$ cat config.mk
export PLATFORM = sky130hd
export DESIGN_NAME = hdmux2_burst_arb_flat
export DESIGN_NICKNAME = d
export VERILOG_FILES = /design/src/rtl/hdmux2_arb_pkg.sv /design/src/rtl/hdmux2_burst_arb_if.sv /design/src/rtl/hdmux2_wide.sv /design/src/rtl/hdmux2_burst_arb.sv /design/src/flat_wrapper.sv
export SDC_FILE = /design/constraint.sdc
export NUM_CORES = 1
export LEC_CHECK = 0
export ABC_AREA = 1
export CAP_MARGIN = 20
export CELL_PAD_IN_SITES_DETAIL_PLACEMENT = 2
export CELL_PAD_IN_SITES_GLOBAL_PLACEMENT = 2
export CORE_ASPECT_RATIO = 0.5
export CORE_MARGIN = 2
export CORE_UTILIZATION = 23
export CTS_CLUSTER_DIAMETER = 120
export DETAILED_ROUTE_END_ITERATION = 16
export GPL_TIMING_DRIVEN = 0
export PLACE_DENSITY = 0.83
export RECOVER_POWER = 25
export SETUP_SLACK_MARGIN = 0.02
export SLEW_MARGIN = 25
export SYNTH_ARGS = -nofsm -noshare
export SYNTH_HDL_FRONTEND = slang
export SYNTH_SLANG_ARGS = --single-unit
export TNS_END_PERCENT = 20
$ cat constraint.sdc
create_clock -name CK -period 2.79 [get_ports CK]
set_input_delay 0.279 -clock CK [delete_from_list [all_inputs] [get_ports CK]]
set_output_delay 0.279 -clock CK [all_outputs]
set_load 0.01 [all_outputs]
$ cat src/rtl/hdmux2_arb_pkg.sv
// hdmux2_arb_pkg
// Shared definitions for the two-channel burst arbiter and its wide mux.
// Holds the arbiter state encoding, the channel index constants that
// double as select-line values, and the default data/length widths.
package hdmux2_arb_pkg;

  // Default data width of each channel and of the muxed output
  localparam int W_DEF  = 8;
  // Default width of the burst-length fields (bursts of 1..2^LW beats)
  localparam int LW_DEF = 4;

  // Channel indices; these are also the select-line encodings of the mux
  localparam logic CH0 = 1'b0;
  localparam logic CH1 = 1'b1;

  // Arbiter states: idle, or a burst owned by channel 0 or channel 1
  typedef enum logic [1:0] {
    IDLE = 2'd0,
    G0   = 2'd1,
    G1   = 2'd2
  } state_e;

endpackage

$ cat src/rtl/hdmux2_burst_arb_if.sv
// hdmux2_burst_arb_if
// Bundles the two producer channels, the consumer port and the arbiter
// status outputs of hdmux2_burst_arb.
//   master : the arbiter side (drives RDYx, Z, ZV, SL, GNTx, ABORT)
//   slave  : the environment side (drives REQx, LENx, Dx, Vx, ZRDY)
// Signals:
//   REQx/LENx/Dx/Vx/RDYx  channel x request, length-1, data, valid, accept
//   Z/ZV/ZRDY             muxed data, valid, sink ready
//   SL                    mux select (0 -> D0, 1 -> D1)
//   GNT0/GNT1             one-hot registered grant
//   ABORT                 one-cycle pulse on a mid-burst request drop
interface hdmux2_burst_arb_if #(
  parameter int W  = hdmux2_arb_pkg::W_DEF,
  parameter int LW = hdmux2_arb_pkg::LW_DEF
);

  logic          REQ0;
  logic [LW-1:0] LEN0;
  logic [W-1:0]  D0;
  logic          V0;
  logic          RDY0;

  logic          REQ1;
  logic [LW-1:0] LEN1;
  logic [W-1:0]  D1;
  logic          V1;
  logic          RDY1;

  logic [W-1:0]  Z;
  logic          ZV;
  logic          ZRDY;

  logic          SL;
  logic          GNT0;
  logic          GNT1;
  logic          ABORT;

  modport master (
    input  REQ0, LEN0, D0, V0,
    input  REQ1, LEN1, D1, V1,
    input  ZRDY,
    output RDY0, RDY1, Z, ZV, SL, GNT0, GNT1, ABORT
  );

  modport slave (
    output REQ0, LEN0, D0, V0,
    output REQ1, LEN1, D1, V1,
    output ZRDY,
    input  RDY0, RDY1, Z, ZV, SL, GNT0, GNT1, ABORT
  );

endinterface

$ cat src/rtl/hdmux2_wide.sv
// hdmux2_wide
// W-bit 2:1 data mux, the library mux cell replicated per bit.
// Ports:
//   A0 : data selected when SL = 0
//   A1 : data selected when SL = 1
//   SL : select
//   Z  : muxed output
module hdmux2_wide #(
  parameter int W = hdmux2_arb_pkg::W_DEF
) (
  input  logic [W-1:0] A0,
  input  logic [W-1:0] A1,
  input  logic         SL,
  output logic [W-1:0] Z
);

  // Every bit shares the one select line, so all bits switch together
  assign Z = SL ? A1 : A0;

endmodule

$ cat src/rtl/hdmux2_burst_arb.sv
// hdmux2_burst_arb
// Two-requester round-robin burst arbiter in front of a shared W-bit 2:1
// mux and one valid/ready sink. The select line is owned by the arbiter
// and only moves on a grant edge, so the mux never switches mid-burst.
// Ports:
//   CK  : clock, all state updates on the rising edge
//   RST : synchronous active-high reset
//   bus : channel, sink and status signals (see hdmux2_burst_arb_if)
module hdmux2_burst_arb
  import hdmux2_arb_pkg::*;
#(
  parameter int W  = W_DEF,
  parameter int LW = LW_DEF
) (
  input  logic                CK,
  input  logic                RST,
  hdmux2_burst_arb_if.master  bus
);

  state_e        state_q, state_d;
  logic [LW-1:0] cnt_q, cnt_d;
  logic          sl_q, sl_d;
  logic          last_q, last_d;
  logic          abort_q, abort_d;

  logic gnt0;
  logic gnt1;
  logic xfer;

  assign gnt0 = (state_q == G0);
  assign gnt1 = (state_q == G1);

  // Handshake is combinational on the registered grant; it is forced low
  // while RST is high so that a reset cycle never accepts a beat.
  assign bus.ZV   = ~RST & ((gnt0 & bus.V0) | (gnt1 & bus.V1));
  assign bus.RDY0 = ~RST & gnt0 & bus.ZRDY;
  assign bus.RDY1 = ~RST & gnt1 & bus.ZRDY;
  assign xfer     = bus.ZV & bus.ZRDY;

  assign bus.SL    = sl_q;
  assign bus.GNT0  = gnt0;
  assign bus.GNT1  = gnt1;
  assign bus.ABORT = abort_q;

  hdmux2_wide #(.W(W)) uMux (
    .A0 (bus.D0),
    .A1 (bus.D1),
    .SL (sl_q),
    .Z  (bus.Z)
  );

  // Next-state logic. In IDLE a tie goes to the channel that was not
  // served last. Inside a burst, a last-beat transfer takes priority over
  // a request drop (dropping REQ on the last beat is a normal finish);
  // completion hands straight to a waiting peer with no idle bubble.
  always_comb begin
    state_d = state_q;
    cnt_d   = cnt_q;
    sl_d    = sl_q;
    last_d  = last_q;
    abort_d = 1'b0;
    case (state_q)
      IDLE: begin
        if (bus.REQ0 && (!bus.REQ1 || last_q == CH1)) begin
          state_d = G0;
          cnt_d   = bus.LEN0;
          sl_d    = CH0;
        end else if (bus.REQ1) begin
          state_d = G1;
          cnt_d   = bus.LEN1;
          sl_d    = CH1;
        end
      end
      G0: begin
        if (xfer && cnt_q == '0) begin
          last_d = CH0;
          if (bus.REQ1) begin
            state_d = G1;
            cnt_d   = bus.LEN1;
            sl_d    = CH1;
          end else begin
            state_d = IDLE;
          end
        end else if (!bus.REQ0) begin
          state_d = IDLE;
          last_d  = CH0;
          abort_d = 1'b1;
        end else if (xfer) begin
          cnt_d = cnt_q - LW'(1);
        end
      end
      G1: begin
        if (xfer && cnt_q == '0) begin
          last_d = CH1;
          if (bus.REQ0) begin
            state_d = G0;
            cnt_d   = bus.LEN0;
            sl_d    = CH0;
          end else begin
            state_d = IDLE;
          end
        end else if (!bus.REQ1) begin
          state_d = IDLE;
          last_d  = CH1;
          abort_d = 1'b1;
        end else if (xfer) begin
          cnt_d = cnt_q - LW'(1);
        end
      end
      default: begin
        state_d = IDLE;
      end
    endcase
  end

  // State registers. LAST resets to channel 1 so channel 0 wins the
  // first tie after reset; SL resets to channel 0.
  always_ff @(posedge CK) begin
    if (RST) begin
      state_q <= IDLE;
      cnt_q   <= '0;
      sl_q    <= CH0;
      last_q  <= CH1;
      abort_q <= 1'b0;
    end else begin
      state_q <= state_d;
      cnt_q   <= cnt_d;
      sl_q    <= sl_d;
      last_q  <= last_d;
      abort_q <= abort_d;
    end
  end

endmodule

$ cat src/flat_wrapper.sv
// flat-port wrapper written by rule: the top's interface ports become plain ports
module hdmux2_burst_arb_flat import hdmux2_arb_pkg::*;
#(
  parameter int W  = W_DEF,
  parameter int LW = LW_DEF
)
  (CK, RST, bus_REQ0, bus_LEN0, bus_D0, bus_V0, bus_REQ1, bus_LEN1, bus_D1, bus_V1, bus_ZRDY, bus_RDY0, bus_RDY1, bus_Z, bus_ZV, bus_SL, bus_GNT0, bus_GNT1, bus_ABORT);
  hdmux2_burst_arb_if #(.W(W), .LW(LW)) bus_i ();
  input  logic CK;
  input  logic RST;
  input wire logic [$bits(bus_i.REQ0)-1:0] bus_REQ0;
  input wire logic [$bits(bus_i.LEN0)-1:0] bus_LEN0;
  input wire logic [$bits(bus_i.D0)-1:0] bus_D0;
  input wire logic [$bits(bus_i.V0)-1:0] bus_V0;
  input wire logic [$bits(bus_i.REQ1)-1:0] bus_REQ1;
  input wire logic [$bits(bus_i.LEN1)-1:0] bus_LEN1;
  input wire logic [$bits(bus_i.D1)-1:0] bus_D1;
  input wire logic [$bits(bus_i.V1)-1:0] bus_V1;
  input wire logic [$bits(bus_i.ZRDY)-1:0] bus_ZRDY;
  output wire logic [$bits(bus_i.RDY0)-1:0] bus_RDY0;
  output wire logic [$bits(bus_i.RDY1)-1:0] bus_RDY1;
  output wire logic [$bits(bus_i.Z)-1:0] bus_Z;
  output wire logic [$bits(bus_i.ZV)-1:0] bus_ZV;
  output wire logic [$bits(bus_i.SL)-1:0] bus_SL;
  output wire logic [$bits(bus_i.GNT0)-1:0] bus_GNT0;
  output wire logic [$bits(bus_i.GNT1)-1:0] bus_GNT1;
  output wire logic [$bits(bus_i.ABORT)-1:0] bus_ABORT;
  assign bus_i.REQ0 = bus_REQ0;
  assign bus_i.LEN0 = bus_LEN0;
  assign bus_i.D0 = bus_D0;
  assign bus_i.V0 = bus_V0;
  assign bus_i.REQ1 = bus_REQ1;
  assign bus_i.LEN1 = bus_LEN1;
  assign bus_i.D1 = bus_D1;
  assign bus_i.V1 = bus_V1;
  assign bus_i.ZRDY = bus_ZRDY;
  assign bus_RDY0 = bus_i.RDY0;
  assign bus_RDY1 = bus_i.RDY1;
  assign bus_Z = bus_i.Z;
  assign bus_ZV = bus_i.ZV;
  assign bus_SL = bus_i.SL;
  assign bus_GNT0 = bus_i.GNT0;
  assign bus_GNT1 = bus_i.GNT1;
  assign bus_ABORT = bus_i.ABORT;
  hdmux2_burst_arb #(.W(W), .LW(LW)) u_core (.CK(CK), .RST(RST), .bus(bus_i));
endmodule
==> flow_summary_export.csv <==
group,metric,value,unit
layout,multi_input_area,832,um^2
global_routing,grt_pass1_wl,7.47,mm
outcome,outcome,"finished, final reports clean",
placed_design,dp.cells,294,
sta,setup_viol,0,
synth,mappedNetlistArea,1130,um^2
global_routing,grt_max_degree,11,
routing,drtIter0Drc,21,
clocking,path_clk_slew,0.05,ns
setup_path,cp_data_arrival_time,2.19,ns
layout,finalInstanceArea,1690,um^2
die,dieArea,5510,um^2
synth,yosysWarnings,0,
power,p_leak,0.000766,uW
clocking,insertion_delay,0.24,ns
setup_path,crit_fanout,9,
sta,finalHoldViolCount,0,
global_routing,grt_pass1_vias,1519,
die,start_util,24.8,%
placed_design,io_buffers,44,
sta,final.setup.tns,0,ns
layout,antennaDiodeCount,0,
die,io-pin-count,46,
layout,seqCellArea,180,um^2
sta,rsz0062_at_grt,"no",
setup_path,cp.required,2.51,ns
clocking,clock-root-buffer,"clkbuf_8",
synth,ys_seq_elements,9,
global_routing,grt_use_total,18.2,%
setup_path,crit_type,"in2out",
sta,skew,0.00409,ns
synth,avgSynthCellArea,6.13,um^2
sta,period_minus_slack,2.47,ns
clocking,clockBufferDepth,2,
layout,stdcell_count,298,
die,core,4550,um^2
layout,drive_above_1_share,13.4,%
clocking,cts.htree.levels,1,
sta,slew_violations,0,
sta,worstMarginPinSlew,0.546,ns
sta,fmax,406,MHz
die,row_count,17,
routing,post_drt_via_cell_ratio,4.76,
layout,final_nets,270,
power,p_per_area,903,nW/um^2
layout,areaGrowthSynthToFinish,49.8,%
sta,final.period_utilization,88.4,%
placed_design,placed_cell_area,1650,um^2
routing,wire_per_inst,15.4,um
routing,firstDrtPassIters,4,
die,die_w,103,um
setup_path,endpoint_kind,"output port",
synth,synth_nets,221,
placed_design,gp_congestion,0.763,
clocking,ctsResizeCount,0,
clocking,clock-sinks,9,
routing,drc,0,
power,max-vdd-ir-drop,0.260,mV
global_routing,antenna_found_initial,0,
die,die_h,53.5,um
clocking,cts-hold-fix-buffers,0,
routing,vias,1418,
synth,ys_types,28,
routing,routed_wl,4.58,mm
synth,yosysSeqAreaShare,16.0,%
clocking,cts_tree,"done",
job,drv_cap,0,
sta,maxSlewHeadroom,63.6,%
worst_hold_path,holdCritPathClass,"reg2reg",
clocking,post_cts_buffers,0,
setup_path,crit_path_start_kind,"input port",
clocking,cts_buffers,3,
routing,antenna_left,0,
layout,fillers,580,
placed_design,dp_hpwl,3.81,mm
global_routing,grt_overflow,0,
synth,synthCells,184,
worst paths after layout:
check,to,slack [ns],cells after the start,from
worst min-delay path,u_core.cnt_q[1],0.54,2,u_core.cnt_q[1]
worst max-delay path,bus_ZV,0.32,5,RST
worst max register to register,u_core.cnt_q[0],0.89,11,u_core.state_q[1]
worst min register to register,u_core.cnt_q[1],0.54,2,u_core.cnt_q[1]
logic make-up after synthesis:
logic type | share of synthesized area [%]
AO/OA/AOI/OAI | 11.2
adder cells (fa/ha/maj) | 6.66
buffers and inverters | 9.77
flip-flops | 16.0
multiplexers | 7.99
AND/OR/NAND/NOR | 48.4
sequential cells by signal, summed over array words and instances (netlist names):
name              count
u_core.bus.ABORT      1
u_core.state_q        2
u_core.bus.SL         1
u_core.last_q         1
u_core.cnt_q          4
through the flow:
stage	hold WS [ns]	setup WS, ns	utilization [%]	total power, uW
2_1_floorplan	0.351	1.22	-	974
3_3_place_gp	0.510	0.693	36.3	1320
3_5_place_dp	0.542	0.581	36.3	1380
4_1_cts	0.550	0.296	37.2	1560
5_1_grt	0.561	0.179	37.1	1690
6_report	0.542	0.325	37.1	1530
worst max-delay path: stages:
cell and delay, ns:
clkdlybuf4s50_1 0.60, clkinvlp_2 0.44, nand3_1 0.26, nand2_4 0.11
clkdlybuf4s50_1 0.49
cells in the final DEF, fill, tap and decap left out, types with 2 or more instances in the layout:
master,count
nand2_1,58
clkdlybuf4s50_1,40
nor2_1,22
inv_1,19
nand3_1,16
o21ai_0,9
dfxtp_1,9
mux2_2,8
ha_1,6
a21oi_1,5
nor3_1,4
nand3_2,4
dlygate4sd3_1,4
inv_2,3
nor2_4,3
clkbuf_8,3
clkbuf_1,2
buf_2,2
nand4_1,2
a22oi_1,2
layout make-up:
cell class | count | share of cell area [%]
plain buffers | 4 | 1.26
clock buffers | 4 | 2.67
inverters | 23 | 5.19
multi-input cells | 148 | 49.3
flip-flops and latches | 9 | 10.7
well taps | 66 | 4.89
repair buffers | 44 | 26.1
cell usage after synthesis:
master,count,area share (%)
nand2_1,58,19
nor2_1,22,7.3
inv_1,19,6.3
nand3_1,15,6.7
dfxtp_1,9,16
o21ai_0,9,4.0
mux2_2,8,8.0
ha_1,6,6.7
a21oi_1,5,2.2
nand3_2,5,4.4
nor3_1,4,1.8
inv_2,3,1.0
nor2_4,3,3.0
a22oi_1,2,1.3
buf_2,2,0.89
nand4_1,2,1.1
buf_4,1,0.67
clkbuf_1,1,0.33
inv_4,1,0.56
nand2_2,1,0.56
nand2_4,1,1.0
nand3_4,1,1.6
nand3b_1,1,0.67
nand3b_2,1,1.0
o211ai_1,1,0.67
o21ai_2,1,0.78
o21ai_4,1,1.4
o221ai_1,1,0.78
layer usage:
layer	vias up	wire length [um]	share of wire, %	track usage, %
met5	-	0	0	0
met4	0	38	0.83	3.95
met3	5	199	4.3	3.83
met2	33	2240	49	33.1
met1	685	2110	46	22.4
li1	695	-	-	-
power by group:
| group | switching [uW] | total [uW] | internal (uW) |
|---|---|---|---|
| combinational | 699 | 1140 | 439 |
| sequential | 39.6 | 221 | 182 |
| clock | 65.0 | 166 | 101 |
| total | 804 | 1530 | 722 |
(Power assumes the default switching activity.)
==> variant 1, RTL diff (same settings) <==
Make the reset (`RST`) asynchronous in one clocked block. Comments in the files are not updated.
--- a/src/rtl/hdmux2_burst_arb.sv
+++ b/src/rtl/hdmux2_burst_arb.sv
@@ -116,5 +116,5 @@
   // State registers. LAST resets to channel 1 so channel 0 wins the
   // first tie after reset; SL resets to channel 0.
-  always_ff @(posedge CK) begin
+  always_ff @(posedge CK or posedge RST) begin
     if (RST) begin
       state_q <= IDLE;
Formal check against the unedited RTL: differs if RST is asserted again (counterexample within 4 cycles, from zero or initial values and one cycle with RST high); with RST held inactive, the same outputs for 10 cycles.
==> variant 1 against the unedited design <==
Sequential share of layout area grew 2.5 points; clock skew shrank 0.0018 ns; wire length shrank 1.9%; worst setup slack gained 0.11 ns; sequential power grew 11%; final area grew 2.1%; combinational power shrank 9.6%; critical path type is now reg2out; critical endpoint is now bus_RDY0; total power shrank 5.6%; clock power is essentially flat; sequential cell count is the same; area after synthesis grew 1.2%; synthesized cell count shrank 10%; largest power group unchanged.
==> variant 1: results (changes against the unedited design) <==
{
  "critPathCapture": {"value": "bus_RDY0", "change": "was bus_ZV"},
  "area.share.sequential": {"value": 0.1313, "change": "was 0.1067"},
  "clock_cell_area_share": {"value": 0.02612, "change": "was 0.02667"},
  "worstRegToRegCells": {"value": 12, "change": "was 11"},
  "placement.io_buffers": {"value": 45, "change": "was 44"},
  "r2r_start": {"value": "u_core.state_q[0]", "change": "was u_core.state_q[1]"},
  "ys_seq_area_frac": {"value": 0.1985, "change": "was 0.1598"},
  "power.switching": {"value": 716.9, "unit": "µW", "change": "was 803.7 µW"},
  "grt_use_total": {"value": 0.1697, "change": "was 0.1817"},
  "postSynth.topFlopCell": {"value": "sky130_fd_sc_hd__dfrtp_1", "change": "was sky130_fd_sc_hd__dfxtp_1"},
  "num-nonclk-buffers": {"value": 49, "change": "was 48"},
  "ys_top_cells_by_area": {"value": "sky130_fd_sc_hd__dfrtp_1, sky130_fd_sc_hd__nand2_1, sky130_fd_sc_hd__mux2_2", "change": "was sky130_fd_sc_hd__nand2_1, sky130_fd_sc_hd__dfxtp_1, sky130_fd_sc_hd__mux2_2"},
  "status": {"value": "complete, no violations", "change": "unchanged"},
  "timing.slew.headroom": {"value": 0.6598, "change": "was 0.6362"},
  "viasPerCell": {"value": 4.563, "change": "was 4.758"},
  "ir_worst_vdd": {"value": 183.5, "unit": "µV", "change": "was 260.3 µV"},
  "worst-endpoint-arrival": {"value": 2.08, "unit": "ns", "change": "was 2.19 ns"},
  "reg2reg_to": {"value": "u_core.cnt_q[2]", "change": "was u_core.cnt_q[0]"},
  "clockPowerShare": {"value": 0.115, "change": "was 0.109"},
  "initialDrtViolationCount": {"value": 53, "change": "was 21"},
  "multiInputGateArea": {"value": 819.5, "unit": "µm²", "change": "was 832.0 µm²"},
  "endpoint_worst_hold": {"value": "u_core.cnt_q[1]", "change": "unchanged"},
  "p_leak": {"value": 0.7786, "unit": "nW", "change": "was 0.7662 nW"},
  "fin_cells": {"value": 284, "change": "was 298"},
  "buffer_area_frac": {"value": 0.2772, "change": "was 0.2733"}
}
-- variant 1: kinds of logic (layout without fill, tap and decap cells) --
logic type / Yosys count / count (layout) / share of synthesized area
simple gates: 93 / 93 / 0.4364
compound gates: 27 / 27 / 0.1371
buf+inv: 22 / 71 / 0.08333
flops: 9 / 9 / 0.1985
mux: 8 / 8 / 0.07895
fa+ha+maj: 6 / 6 / 0.06579
-- variant 1: critical path: stages, from the launching register on --
cell                              delay [ns]
sky130_fd_sc_hd__dfrtp_1                0.40
sky130_fd_sc_hd__inv_1                  0.11
sky130_fd_sc_hd__ha_1                   0.31
sky130_fd_sc_hd__buf_2                  0.29
sky130_fd_sc_hd__inv_1                  0.09
sky130_fd_sc_hd__nor2_1                 0.10
sky130_fd_sc_hd__clkdlybuf4s50_1        0.53
-- variant 1: routing by layer --
metal  wire length, µm  global-route usage
met3                73             0.02663
met2              2364              0.3377
met4                18             0.02027
met5                 0                   0
met1              2040              0.2066
==> variant 2, RTL diff (same settings) <==
Without the edit above. The package constant `LW_DEF` goes from 4 to 8.
--- a/src/rtl/hdmux2_arb_pkg.sv
+++ b/src/rtl/hdmux2_arb_pkg.sv
@@ -8,5 +8,5 @@
   localparam int W_DEF  = 8;
   // Default width of the burst-length fields (bursts of 1..2^LW beats)
-  localparam int LW_DEF = 4;
+  localparam int LW_DEF = 8;
 
   // Channel indices; these are also the select-line encodings of the mux
Ports: changed (resized bus_LEN0 and bus_LEN1); port bits go from 46 to 54. The function was not compared with the original's and may differ.
==> variant 2 against the unedited design <==
Total power is 20% higher; cell count is 40% higher; hold slack worse by 0.19 ns; critical path depth is 8 higher; wire length is 54% higher; synthesized cell count is 49% higher; final area is 30% higher; worst setup slack better by 0.038 ns; sequential cell count is 4 higher; area after synthesis is 33% higher; global-route usage is 1.7 points higher; utilization is 1.6 points lower; combinational power is 7% higher; critical path type is now reg2reg; largest power group unchanged; highest routed layer unchanged.
==> variant 2: results (changes against the unedited design) <==
{
  "status": {"value": "complete, no violations", "change": "unchanged"},
  "share_of_final_layout_standard_cells_stronger_than_drive_strength_1": {"value": 0.04848, "change": "was 0.1336"},
  "clock_cell_area_share": {"value": 0.03592, "change": "was 0.02667"},
  "fillers": {"value": 817, "change": "was 580"},
  "synth-xor-area-share": {"value": 0.01172, "change": "was 0"},
  "synth_fa_ha_area_frac": {"value": 0.04184, "change": "was 0.06659"},
  "max_slew.worst_pin.slew": {"value": 0.5756, "unit": "ns", "change": "was 0.5457 ns"},
  "fin_cells": {"value": 418, "change": "was 298"},
  "whs": {"value": 0.3530, "unit": "ns", "change": "was 0.5422 ns"},
  "route.met2.wl": {"value": 3.577, "unit": "mm", "change": "was 2.237 mm"},
  "wl_met1": {"value": 3.229, "unit": "mm", "change": "was 2.109 mm"},
  "worstRegToRegCells": {"value": 13, "change": "was 11"},
  "worst-endpoint-arrival": {"value": 2.57, "unit": "ns", "change": "was 2.19 ns"},
  "design.final.nets": {"value": 375, "change": "was 270"},
  "worst_hold_path_type": {"value": "in2reg", "change": "was reg2reg"},
  "largest_fanout_of_any_net_on_the_critical_path": {"value": 10, "change": "was 9"},
  "num-nonclk-buffers": {"value": 60, "change": "was 48"},
  "postSynthNetCount": {"value": 319, "change": "was 221"},
  "placement.setup.worst_slack": {"value": 0.4099, "unit": "ns", "change": "was 0.5808 ns"},
  "min-delay-start": {"value": "RST", "change": "was u_core.cnt_q[1]"},
  "multi_input_area_share": {"value": 0.4937, "change": "was 0.4926"},
  "critPathMaxStageDelay": {"value": 0.39, "unit": "ns", "change": "was 0.60 ns"},
  "multiInputCombCellCount": {"value": 226, "change": "was 148"},
  "post-place-cells": {"value": 414, "change": "was 294"},
  "synthMuxAreaShare": {"value": 0, "change": "was 0.07991"},
  "synth_compound_gate_area_share": {"value": 0.1967, "change": "was 0.1121"},
  "crit_path_start": {"value": "u_core.state_q[1]", "change": "was RST"}
}
variant 2: changes by cell type after synthesis, moves of 5 or more:
| cell | before | now |
|---|---|---|
| sky130_fd_sc_hd__o21ai_0 | 9 | 19 |
| sky130_fd_sc_hd__nand2_1 | 58 | 98 |
| sky130_fd_sc_hd__inv_1 | 19 | 24 |
| sky130_fd_sc_hd__mux2_2 | 8 | 0 |
| sky130_fd_sc_hd__a21oi_1 | 5 | 12 |
| sky130_fd_sc_hd__o21ai_1 | 0 | 7 |
| sky130_fd_sc_hd__nor2_1 | 22 | 38 |
| sky130_fd_sc_hd__nand3_1 | 15 | 20 |
variant 2: report_power, final:
group          internal [mW]  leakage [nW]  switching (mW)  total, mW
logic                  0.444         0.862           0.777       1.22
registers              0.251         0.107          0.0715      0.323
clock network          0.194        0.0382          0.0943      0.288
total                  0.890          1.01           0.943       1.83
